==> config.mk <==
export PLATFORM = sky130hd
export DESIGN_NAME = fifo_dual_mode
export DESIGN_NICKNAME = d
export VERILOG_FILES = /design/src/rtl/fifo_dual_mode.sv
export SDC_FILE = /design/constraint.sdc
export NUM_CORES = 1
export LEC_CHECK = 0
export ABC_AREA = 1
export CAP_MARGIN = 20
export CORE_MARGIN = 3
export CORE_UTILIZATION = 54
export DETAILED_ROUTE_END_ITERATION = 8
export PLACE_DENSITY = 0.79
export SLEW_MARGIN = 20
export SYNTH_ARGS = -nofsm -noshare
export SYNTH_HDL_FRONTEND = slang
export SYNTH_SLANG_ARGS = --single-unit
==> constraint.sdc <==
create_clock -name CLK -period 2.3 [get_ports CLK]
set_input_delay 0.345 -clock CLK [delete_from_list [all_inputs] [get_ports CLK]]
set_output_delay 0.345 -clock CLK [all_outputs]
set_load 0.1 [all_outputs]
==> src/rtl/fifo_dual_mode.sv <==
// rtl/fifo_dual_mode.sv - single-clock FIFO with compile-time standard or first-word-fall-through read mode
module fifo_dual_mode #(
    parameter int DATA_WIDTH     = 8,
    parameter int FIFO_DEPTH     = 16,
    parameter bit DATA_FLOAT_OUT = 1'b0
) (
    input  logic                          CLK,
    input  logic                          RST_N,
    input  logic                          WR_EN,
    input  logic [DATA_WIDTH-1:0]         WR_DATA,
    output logic                          WR_FULL,
    output logic [$clog2(FIFO_DEPTH):0]   WR_CNT,
    input  logic                          RD_EN,
    output logic [DATA_WIDTH-1:0]         RD_DATA,
    output logic                          RD_EMPTY,
    output logic [$clog2(FIFO_DEPTH):0]   RD_CNT
);

    localparam int PTR_WIDTH = $clog2(FIFO_DEPTH);
    localparam logic [PTR_WIDTH:0]   FULL_CNT = (PTR_WIDTH + 1)'(FIFO_DEPTH);
    localparam logic [PTR_WIDTH:0]   CNT_ONE  = (PTR_WIDTH + 1)'(1);
    localparam logic [PTR_WIDTH-1:0] PTR_ONE  = PTR_WIDTH'(1);

    logic [DATA_WIDTH-1:0] mem [FIFO_DEPTH];
    logic [PTR_WIDTH-1:0]  wr_ptr;
    logic [PTR_WIDTH-1:0]  rd_ptr;
    logic [PTR_WIDTH:0]    count;
    logic [PTR_WIDTH:0]    count_nxt;
    logic                  full;
    logic                  empty;
    logic                  wr_acc;
    logic                  rd_acc;

    // Flags come straight from the registered count, so full-and-both admits only
    // the read and empty-and-both admits only the write without extra cases.
    assign full   = (count == FULL_CNT);
    assign empty  = (count == '0);
    assign wr_acc = WR_EN & ~full;
    assign rd_acc = RD_EN & ~empty;

    always_comb begin
        count_nxt = count;
        case ({wr_acc, rd_acc})
            2'b10:   count_nxt = count + CNT_ONE;
            2'b01:   count_nxt = count - CNT_ONE;
            default: count_nxt = count;
        endcase
    end

    always_ff @(posedge CLK or negedge RST_N) begin
        if (!RST_N) begin
            wr_ptr <= '0;
            rd_ptr <= '0;
            count  <= '0;
        end else begin
            if (wr_acc) begin
                wr_ptr <= wr_ptr + PTR_ONE;
            end
            if (rd_acc) begin
                rd_ptr <= rd_ptr + PTR_ONE;
            end
            count <= count_nxt;
        end
    end

    // Storage array carries no reset; stale contents are masked by the pointers.
    always_ff @(posedge CLK) begin
        if (wr_acc) begin
            mem[wr_ptr] <= WR_DATA;
        end
    end

    generate
        if (DATA_FLOAT_OUT) begin : g_fwft
            assign RD_DATA = empty ? '0 : mem[rd_ptr];
        end else begin : g_std
            logic [DATA_WIDTH-1:0] rd_data_q;

            always_ff @(posedge CLK or negedge RST_N) begin
                if (!RST_N) begin
                    rd_data_q <= '0;
                end else if (rd_acc) begin
                    rd_data_q <= mem[rd_ptr];
                end
            end

            assign RD_DATA = rd_data_q;
        end
    endgenerate

    assign WR_FULL  = full;
    assign RD_EMPTY = empty;
    assign WR_CNT   = count;
    assign RD_CNT   = count;

endmodule

=== After elaboration in Yosys (flattened, before gate mapping) ===
Memory sizes are Yosys's and may differ from the RTL's. A register that Yosys moved wholly into a read port is not among the register bits.
Index checks and enable logic that the tools add are counted.

* Bits in registers: 13
* Bits in latches: 0
* Memory bits (writable): 128
* Memory bits (read-only): 0
* Output and inout bits: 20
* Word-level logic and storage cells: 21
* Memories kept: 1

{| class="wikitable"
|+ Memory list
! name !! depth !! width !! rd ports !! clocked after Yosys merged registers in !! write ports !! RTL line !! source
|-
| mem || 16 || 8 || 1 || 1 || 1 || 24 || <nowiki>logic [DATA_WIDTH-1:0] mem [FIFO_DEPTH];</nowiki>
|}

* $add $sub $neg: 4
* Multipliers: 0
* Div/mod/pow operators: 0
* Magnitude comparators: 0
* Equality and inequality tests: 3
* Shifts and indexed selects: 0
* Multiplexer cells: 3
* Bitwise logic cells: 4
* Reductions and logical operators: 3

{| class="wikitable"
|+ Operators with widths
! cell !! number
|-
| case mux 5 bit (2 select lines) || 1
|-
| adder 4 x 1 -> 4 bit (second input constant) || 2
|-
| adder 5 x 1 -> 5 bit (second input constant) || 1
|-
| == test 5 bit (second input constant) || 1
|-
| logical NOT 5 bit || 1
|-
| subtractor 5 x 1 -> 5 bit (second input constant) || 1
|-
| AND 1 bit || 2
|-
| == test 2 x 1 -> 1 bit (second input constant) || 1
|-
| == test 2 bit (second input constant) || 1
|-
| two-way mux 1 bit || 2
|-
| inverter 1 bit || 2
|-
| nonzero test 2 bit || 1
|-
| logical NOT 1 bit || 1
|}

=== Longest topological paths before layout ===
Gate-level depths: netlist of the first run.

* Depth after elaboration: 5
* Gate-level depth with buffers: 13
* Mapped depth without buffers: 12

=== Worst setup path before layout of the first run ===
OpenSTA, ideal clock, no wires.

* Path kind: reg2reg
* Start: register count[0], in the netlist RD_CNT[0]
* End: register count[4], in the netlist RD_CNT[4]
* Arrival: 2.781 ns
* Required time: 2.231 ns
* Slack: -0.550 ns
* Stages on the path, launching flop included: 14
* Buffers on the path: 1
* Clock period less this slack: 2.850 ns
* Cell sequence: dfrtp_1 > nor4_2 > nand2_1 > nand2_2 > inv_2 > buf_6 > ha_1 > fa_1 > a21oi_1 > nor2_1 > nor2_1 > xor2_1 > nand2_1 > nand2_1

* Longest elaborated chain between the ends: 5
* Elaborated cells on any way between the ends: 12
* Those cells by class: add/sub (2); eq/ne (3); mux (1); bitwise (4); reduce/logical (2)

{| class="wikitable"
|+ RTL lines
! what !! RTL line !! source
|-
| start, declared || 27 || <nowiki>logic [PTR_WIDTH:0] count;</nowiki>
|-
| start signal, assigned || 62 || <nowiki>count <= count_nxt;</nowiki>
|-
| logical NOT 5 bit * || 37 || <nowiki>assign empty = (count == '0);</nowiki>
|-
| inverter 1 bit * || 39 || <nowiki>assign rd_acc = RD_EN & ~empty;</nowiki>
|-
| AND 1 bit * || 39 ||
|-
| named net rd_acc || 32 || <nowiki>logic rd_acc;</nowiki>
|-
| == test 2 x 1 -> 1 bit or == test 2 bit (tied branches) || 43 || <nowiki>case ({wr_acc, rd_acc})</nowiki>
|-
| case mux 5 bit (2 select lines) or nonzero test 2 bit (tied branches) || n/a ||
|}

Mark *: on every way through the listed nets, which the timed path passes. The rest lies on a longest branch.
A chain may end at the register's enable or synchronous reset.

=== Worst setup path in the final report of the first run ===
* Start: register count[0], in the netlist RD_CNT[0]
* End: register count[4], in the netlist RD_CNT[4]

* Longest elaborated chain between the ends: 5
* Elaborated cells on any way between the ends: 12
* Those cells by class: add/sub (2); eq/ne (3); mux (1); bitwise (4); reduce/logical (2)

{| class="wikitable"
|+ RTL lines
! what !! RTL line
|-
| == test 5 bit or logical NOT 5 bit (tied branches) || 36, 37
|-
| inverter 1 bit (on tied branches) || 38, 39
|-
| AND 1 bit (on tied branches) || 38, 39
|-
| == test 2 x 1 -> 1 bit or == test 2 bit (tied branches) || 43
|-
| case mux 5 bit (2 select lines) or nonzero test 2 bit (tied branches) || n/a
|}

Parallel ways exist; a longest one is shown, timed or not.

==> results of run 1 <==
==> flip-flops by register name (all words and copies together), names as in the netlist <==
signal,cells
RD_CNT,5
RD_DATA,8
mem,128
rd_ptr,4
wr_ptr,4
==> layer usage <==
metal,track usage,share of wire,up-vias
li1,-,-,2249
met4,0.08132,0.021,0
met3,0.04805,0.065,24
met5,0,0,-
met2,0.3645,0.51,201
met1,0.2738,0.40,2159
==> layout make-up <==
cell class,count,share of cell area
timing repair buffer,63,0.06811
clock inverter,13,0.01980
multi-input combinational,374,0.2208
clock buffer,19,0.05481
inverter,116,0.05512
tap,168,0.02661
sequential,149,0.5547
==> Yosys cell counts (all sizes together) (3+ instances only) <==
library cell  instances  share of area
edfxtp              128           0.57
xor2                  3         0.0039
nand3                98          0.073
nor3                 16          0.012
nand2               230           0.13
xnor2                 4         0.0052
nor2                  4         0.0022
dfrtp                21          0.078
o21ai                 4         0.0030
inv                 115          0.064
buf                  32          0.029
ha                    9          0.017
==> kinds of logic (layout without fill, tap and decap cells) <==
logic type                 Yosys count  in the layout  share of synthesized area
xor gates and xnor gates             7              7                   0.009137
DFF                                149            149                     0.6511
and+or+nand+nor                    349            349                     0.2182
adders and majority gates           10             10                    0.01977
buffers and inverters              150            211                    0.09528
AOI/OAI and AO/OA                    8              8                   0.006527
==> worst max path at each step <==
stage | to | from | cells after the start | slack [ps]
CTS | RD_CNT[4]$_DFFE_PN0P_ | RD_CNT[1]$_DFFE_PN0P_ | 12 | 40
floorplan | RD_CNT[4]$_DFFE_PN0P_ | RD_CNT[1]$_DFFE_PN0P_ | 13 | -130
global route | RD_CNT[4]$_DFFE_PN0P_ | RD_CNT[0]$_DFFE_PN0P_ | 12 | -150
global placement | RD_CNT[4]$_DFFE_PN0P_ | RD_CNT[1]$_DFFE_PN0P_ | 12 | 120
detailed placement | RD_CNT[4]$_DFFE_PN0P_ | RD_CNT[1]$_DFFE_PN0P_ | 12 | 70
finish | RD_CNT[4]$_DFFE_PN0P_ | RD_CNT[0]$_DFFE_PN0P_ | 12 | -30
==> worst max-delay path: cells and delay by family, from the launching register on <==
family | cells | cell delay, ps
AOI/OAI and AO/OA | 1 | 120
xor gates and xnor gates | 1 | 170
adders and majority gates | 2 | 590
buffers and inverters | 1 | 50
DFF | 1 | 510
and+or+nand+nor | 7 | 810
==> power by group <==
part,switching (µW),leakage [µW],internal (µW)
Clock,1040,0.000287,1700
Sequential,248,0.00141,3320
Combinational,3210,0.00182,1170
Total,4500,0.00351,6200
==> stage by stage <==
step           instance area (µm²)  total power [µW]  setup slack [ps]
6_report                      7899             10690            -29.30
2_1_floorplan                 6751              6841            -129.6
3_5_place_dp                  7257              7850             67.72
4_1_cts                       7846             10590             43.45
5_1_grt                       7899             11210            -146.9
3_3_place_gp                  7257              7752             122.4
==> repair_timing <==
item	in CTS	in global routing
setup endpoints to repair	0	2
buffers inserted	0	5
gates resized for setup	0	2
==> qor.txt, run 1 <==
Status: finished, violations left
Failing checks: negative setup slack
Synthesized area: 6710 µm²
IO Pins: 32
DR pass1 iterations: 5
Final WS setup: -29.30 ps
Max FO, Critical Path: 5
First-pass GRT wire length: 23040 µm
Slew Viols, Final: 0
DR iter-0 viols: 426
Yosys reg bits: 149
Crit path capture type: flip-flop
Routed WL per cell: 16.04 µm
Post-route DRC: 0
CP Data Arrival Time: 2670 ps
Minimum setup slack among reg-to-reg paths: -30 ps
Synth cell types: 24
Asr flop ratio synth: 0.1409
Slew HR: 0.5239
Final hold violation count: 0
Grt total ovfl: 0
Post-CTS Hold Buffers: 0
Clock root buffer: clkbuf_16
Syn_nets: 695
Pwr Density: 1354 nW/µm²
Worst R2R End: RD_CNT[4]$_DFFE_PN0P_
Layout Nets: 743
GRT Util Overall: 0.2154
Fin Hold WS: 273.9 ps
Most frequent cells in the layout: 228 x nand2_1, 128 x edfxtp_1, 113 x inv_1, 98 x nand3_1, 49 x buf_4
Number of cells after detailed placement: 865
Largest net degree at the start of global routing: 68
CTS tree: yes
Synth Area per Inst: 9.971 µm²
Worst R2R Start: RD_CNT[0]$_DFFE_PN0P_
Most frequent CP cell: nand2_1
Via count: 4633
Leading cell type in the layout, fill and taps excluded: nand2_1
Min cycle time layout: 2329 ps
Reg2Reg Depth: 12
Vias per inst: 5.136
Share of cells above drive strength 1: 0.1322
Row count: 40
Port-buffer cells: 31
Die Width: 117.5 µm
Core area: 12060 µm²
Starting density of the core: 0.5563
Multi-input gate area: 1744 µm²
Max Fclk: 0.4293 GHz
RSZ-0062 raised after global routing: true
Setup Skew: 8.589 ps
Gate Count Post-Synth: 673
VDD IR-drop max: 660.9 µV
Post-synth EDFFs: 128
Sequential fraction of the synthesis area: 0.6511
Worst skew pair latency: 410 ps
Period utilization: 1.013
Vias in the first global route: 4522
Full die area: 13800 µm²
Top_reg_cell synth: edfxtp_1
Final Util: 0.6549
WL final: 14470 µm
Clock transition at path regs: 60 ps
Fill cell count: 854
Post-route ant nets: 0
Sequential cell area: 4382 µm²
Area Growth Syn to Fin: 17.71%
Die span in y: 117.5 µm
Total of max-cap violations: 0
Leakage Power: 0.003513 µW
Synth Warn #: 0
Antenna cells: 0
Non-Filler Instances: 902
Hpwl dp: 8983 µm
Gpl congestion: 0.8421
CTS max path bufs: 2
Setup TNS Final: -29.30 ps
Initial antenna violation count: 0
Setup violators final: 1
Type of the tightest min-delay check: in -> async
Clock Sinks: 149
Worst path max stage delay: 510 ps
CTS Buf Count: 17
Cells along the critical path: nor4_4 > nand2_1 > nand2_2 > inv_2 > ha_4 > fa_2 > a21oi_2 > nor2_1 > nor2_1 > xor2_1 > nand2_1 > nand2_1
Worst path slowest cell: dfrtp_4
Worst EP required: 2650 ps
Worst-margin pin slew: 712.0 ps
CTS H-tree lvls: 4
Startpoint Class: flip-flop
WS Path Type: reg -> reg
No activity file was read; power rests on OpenSTA's default activity.
==> inputs of run 2 (changes only) <==
CORE_UTILIZATION = 50   (was 54)
PLACE_DENSITY = 0.75   (was 0.79)
==> run 2 against run 1 <==
Clock power grew 8.0%. Core utilization decreased by 3.9 points. Hold slack better by 64 ps. Sequential cell count unchanged. The run now ends clean. Sequential power barely moved. Largest power group unchanged. Global-route usage rose by 0.073 points. Combinational power hardly changed. Critical path type unchanged.
==> qor.txt, run 2 (synthesized netlist as in run 1, its figures left out) <==
Setup Skew: 7.863 ps
Sequential Power Share: 0.327
WS Path Type: reg -> reg
Grt total ovfl: 0
Final Util: 0.6154
Starting density of the core: 0.5211
Crit path capture type: flip-flop
Largest net degree at the start of global routing: 40
Port-buffer cells: 31
Via count: 4719
Max FFs per register: 128
Cells along the critical path: nor4_4 > nand2_1 > nand2_2 > inv_2 > ha_4 > fa_2 > a21oi_2 > nor2_1 > nor2_1 > xor2_1 > nand2_1 > nand2_1
Minimum setup slack among reg-to-reg paths: 60 ps
WL final: 14920 µm
Clock transition at path regs: 60 ps
Vias in the first global route: 4668
Layout Nets: 741
Final WS setup: 58.76 ps
Clock Sinks: 149
Leakage Power: 0.003519 µW
Die Width: 121.8 µm
IO Pins: 32
CTS max path bufs: 2
Worst EP required: 2670 ps
Worst skew pair latency: 430 ps
CP Data Arrival Time: 2610 ps
Setup violators final: 0
Max Fclk: 0.4462 GHz
Pwr Density: 1375 nW/µm²
Core area: 12880 µm²
Slew HR: 0.4903
VDD IR-drop max: 729.0 µV
Startpoint Class: flip-flop
Dpl ws: 60.74 ps
GRT Util Overall: 0.2162
Min cycle time layout: 2241 ps
Full die area: 14850 µm²
DR pass1 iterations: 6
Int Pwr: 6361 µW
Largest reg by FF count: mem
Worst path slowest cell: dfrtp_4
Type of the tightest min-delay check: in -> async
Die span in y: 121.8 µm
Initial antenna violation count: 0
First-pass GRT wire length: 23630 µm
Row count: 41
Most frequent cells in the layout: 229 x nand2_1, 128 x edfxtp_1, 113 x inv_1, 98 x nand3_1, 48 x buf_4
Most frequent CP cell: nand2_1
Sw frac: 0.4163
Final hold violation count: 0
Leading cell type in the layout, fill and taps excluded: nand2_1
Share of cells above drive strength 1: 0.1298
Post-route ant nets: 0
Fill cell count: 979
Vias per inst: 5.220
Max FO, Critical Path: 5
Post-route DRC: 0
NetSw: 4536 µW
DR iter-0 viols: 469
Total of max-cap violations: 0
RSZ-0062 raised after global routing: true
Antenna cells: 0
Worst-margin pin slew: 762.1 ps
Worst path max stage delay: 480 ps
Clock root buffer: clkbuf_16
Status: completed
Routed WL per cell: 16.51 µm
Clk network pwr share: 0.271
Post-CTS Hold Buffers: 0
Hpwl dp: 9399 µm
Area Growth Syn to Fin: 18.09%
Gpl congestion: 0.8538
CTS Buf Count: 17
CTS H-tree lvls: 4
Slew Viols, Final: 0
Period utilization: 0.9745
CTS tree: yes
Combinational power share: 0.402
## run 2: final cells by class
cell class	instances	area, µm²	area share
clock buffer	17	425.4	0.05369
timing repair buffer	61	510.5	0.06442
inverter	116	435.4	0.05495
clock inverter	15	210.2	0.02653
tap	172	215.2	0.02716
sequential	149	4382	0.5530
multi-input combinational	374	1745	0.2203
## run 2: what timing repair did
item	CTS	global route
endpoints found under the setup margin	0	2
resized for setup	0	2
buffers inserted	0	1
## run 2: power by group through the flow
stage | clock network (µW) | registers, µW | logic (µW)
floorplan | 0 | 4380 | 2460
global placement | 0 | 3590 | 4210
detailed placement | 0 | 3610 | 4310
CTS | 2990 | 3560 | 4340
global route | 3130 | 3600 | 4740
finish | 2960 | 3570 | 4380
## run 2: layer usage
metal | share of wire | up-vias | global-route usage
met3 | 0.079 | 37 | 0.06778
met1 | 0.41 | 2238 | 0.2711
met5 | 0 | - | 0
met4 | 0.025 | 0 | 0.1001
li1 | - | 2248 | -
met2 | 0.49 | 196 | 0.3446
## run 2: worst paths after layout
path                                             start                     end  cells past startpoint
worst max-delay path             RD_CNT[1]$_DFFE_PN0P_   RD_CNT[4]$_DFFE_PN0P_                     12
worst min-delay path                             RST_N   wr_ptr[2]$_DFFE_PN0P_                      1
worst max register to register   RD_CNT[1]$_DFFE_PN0P_   RD_CNT[4]$_DFFE_PN0P_                     12
worst min register to register  RD_DATA[1]$_DFFE_PN0P_  RD_DATA[1]$_DFFE_PN0P_                      2
max in group asynchronous                        RST_N  RD_DATA[7]$_DFFE_PN0P_                      2
min in group CLK                RD_DATA[1]$_DFFE_PN0P_  RD_DATA[1]$_DFFE_PN0P_                      2
## run 2: critical path: cells and delay by family, from the launching register on
family	cells	cell delay, ps
DFF	1	480
adders and majority gates	2	540
AOI/OAI and AO/OA	1	120
xor gates and xnor gates	1	170
and+or+nand+nor	7	800
buffers and inverters	1	50
## run 2: through the flow
step	hold slack, ps	setup TNS (ps)	cell area (µm²)	instances	power [µW]
after detailed placement	470.6	0	7264	871	7925
after CTS	340.3	0	7900	903	10890
final	337.6	0	7924	904	10900
after global routing	371.8	-90.94	7924	904	11480
after global placement	464.4	0	7264	871	7801
after floorplan	49.41	-134.9	6751	673	6841
==> inputs of run 3 (changes only) <==
CORE_MARGIN = 5   (was 3)
GPL_TIMING_DRIVEN = 0   (was not set)
==> run 3 against run 2 <==
Clock-buffer cell count did not move. Final area rose by 1.6%. Core utilization fell by 0.49 points. Sequential power barely moved. Clock skew fell by 0.52 ps. Setup slack got worse by 17 ps. Via count fell by 0.51%. Die area rose by 6.7%. Critical path depth fell by 11. Critical path type is now reg -> out. Largest cell class unchanged. Largest power group unchanged.
==> qor.txt, run 3 (synthesized netlist as in run 1, its figures left out) <==
Vias in the first global route: 4683
Row count: 42
Slew Viols, Final: 0
Leakage Power: 0.003566 µW
Crit path capture type: output port
Die Width: 125.8 µm
Vias per inst: 5.087
Max FFs per register: 128
Layout Nets: 756
Pwr Density: 1363 nW/µm²
WS Path Type: reg -> out
Minimum setup slack among reg-to-reg paths: 50 ps
RSZ-0062 raised after global routing: true
Sequential cell area: 4380 µm²
Worst R2R Start: RD_CNT[1]$_DFFE_PN0P_
Post-route DRC: 0
Period utilization: 0.9819
DR pass1 iterations: 6
Clock root buffer: clkbuf_16
Grt total ovfl: 0
Largest net degree at the start of global routing: 22
Post-route ant nets: 0
Full die area: 15840 µm²
Worst path max stage delay: 1140 ps
Hpwl dp: 10600 µm
Starting density of the core: 0.5087
Fin Hold WS: 421.4 ps
Initial antenna violation count: 0
Final Util: 0.6105
Worst path depth: 1
Worst R2R End: RD_CNT[4]$_DFFE_PN0P_
Worst skew pair latency: 420 ps
CTS Buf Count: 17
Cells along the critical path: clkdlybuf4s50_1
Port-buffer cells: 31
Startpoint Class: flip-flop
Leading cell type in the layout, fill and taps excluded: nand2_1
Final hold violation count: 0
Min cycle time layout: 2258 ps
Clock transition at path regs: 60 ps
Max Fclk: 0.4428 GHz
IO Pins: 32
Antenna cells: 0
Worst-margin pin slew: 988.8 ps
Number of cells after detailed placement: 881
GRT Util Overall: 0.2051
Via count: 4695
CP Buf/Inv Count: 1
Clock Sinks: 149
DR iter-0 viols: 448
Slew HR: 0.3434
Status: completed
VDD IR-drop max: 722.6 µV
Non-Filler Instances: 923
Routed WL per cell: 16.93 µm
CTS max path bufs: 2
Largest reg by FF count: mem
WL final: 15630 µm
Setup TNS Final: 0 ps
Core area: 13190 µm²
Multi-input gate area: 1823 µm²
CTS H-tree lvls: 4
Worst EP required: 1960 ps
Total of max-cap violations: 0
Type of the tightest min-delay check: in -> async
First-pass GRT wire length: 24780 µm
Gpl congestion: 0.8870
Setup violators final: 0
CP startpoint: RD_DATA[3]$_DFFE_PN0P_
Reg2Reg Depth: 12
Die span in y: 125.8 µm
Setup Skew: 7.339 ps
Worst path slowest cell: clkdlybuf4s50_1
Most frequent cells in the layout: 228 x nand2_1, 128 x edfxtp_1, 113 x inv_1, 98 x nand3_1, 24 x buf_4
Crit path capture: RD_DATA[3]
CP Data Arrival Time: 1910 ps
CTS tree: yes
Share of cells above drive strength 1: 0.1406
Family with the most delay on the worst path: buffers and inverters
Fill cell count: 1014
Area Growth Syn to Fin: 20.01%
Max FO, Critical Path: 2
run 3: repair_timing:
action	CTS	global route
endpoints found under the hold margin	0	21
hold buffers	0	1
endpoints found under the setup margin	14	22
pin swaps	7	6
buffers inserted	7	3
cloned	0	0
gates resized for setup	24	11
run 3: per-stage QoR:
step / setup WS (ps) / total power [µW] / cell area (µm²)
2_1_floorplan: -129.6 / 6841 / 6751
4_1_cts: 11.83 / 10900 / 7965
3_5_place_dp: -200.0 / 8134 / 7327
6_report: 41.72 / 10980 / 8053
3_3_place_gp: -245.2 / 7978 / 7282
5_1_grt: -92.41 / 11520 / 8053
run 3: how the worst min path moves through the flow:
stage	start	to
3_3_place_gp	RD_DATA[7]$_DFFE_PN0P_	RD_DATA[7]$_DFFE_PN0P_
3_5_place_dp	RD_DATA[3]$_DFFE_PN0P_	RD_DATA[3]$_DFFE_PN0P_
4_1_cts	RST_N	RD_DATA[3]$_DFFE_PN0P_
5_1_grt	RST_N	RD_DATA[3]$_DFFE_PN0P_
2_1_floorplan	RST_N	RD_CNT[2]$_DFFE_PN0P_
6_report	RST_N	RD_DATA[2]$_DFFE_PN0P_
run 3: area by class of cell:
| type | count | area share |
|---|---|---|
| Clock buffer | 17 | 0.05283 |
| Inverter | 116 | 0.05438 |
| Buffer | 33 | 0.02517 |
| Tap cell | 176 | 0.02735 |
| Sequential cell | 149 | 0.5440 |
| Timing Repair Buffer | 43 | 0.04739 |
| Clock inverter | 15 | 0.02253 |
| Multi-Input combinational cell | 374 | 0.2264 |
run 3: layer usage:
layer	vias to the layer above	track usage	part of all wire
li1	2274	-	-
met1	2218	0.2611	0.41
met2	173	0.3471	0.51
met3	30	0.03810	0.058
met4	0	0.08580	0.026
met5	-	0	0
run 3: power breakdown:
group	switching [µW]	internal (µW)	total (µW)
sequential	232	3320	3560
combinational	3370	1250	4620
clock	1090	1710	2800
total	4690	6280	11000
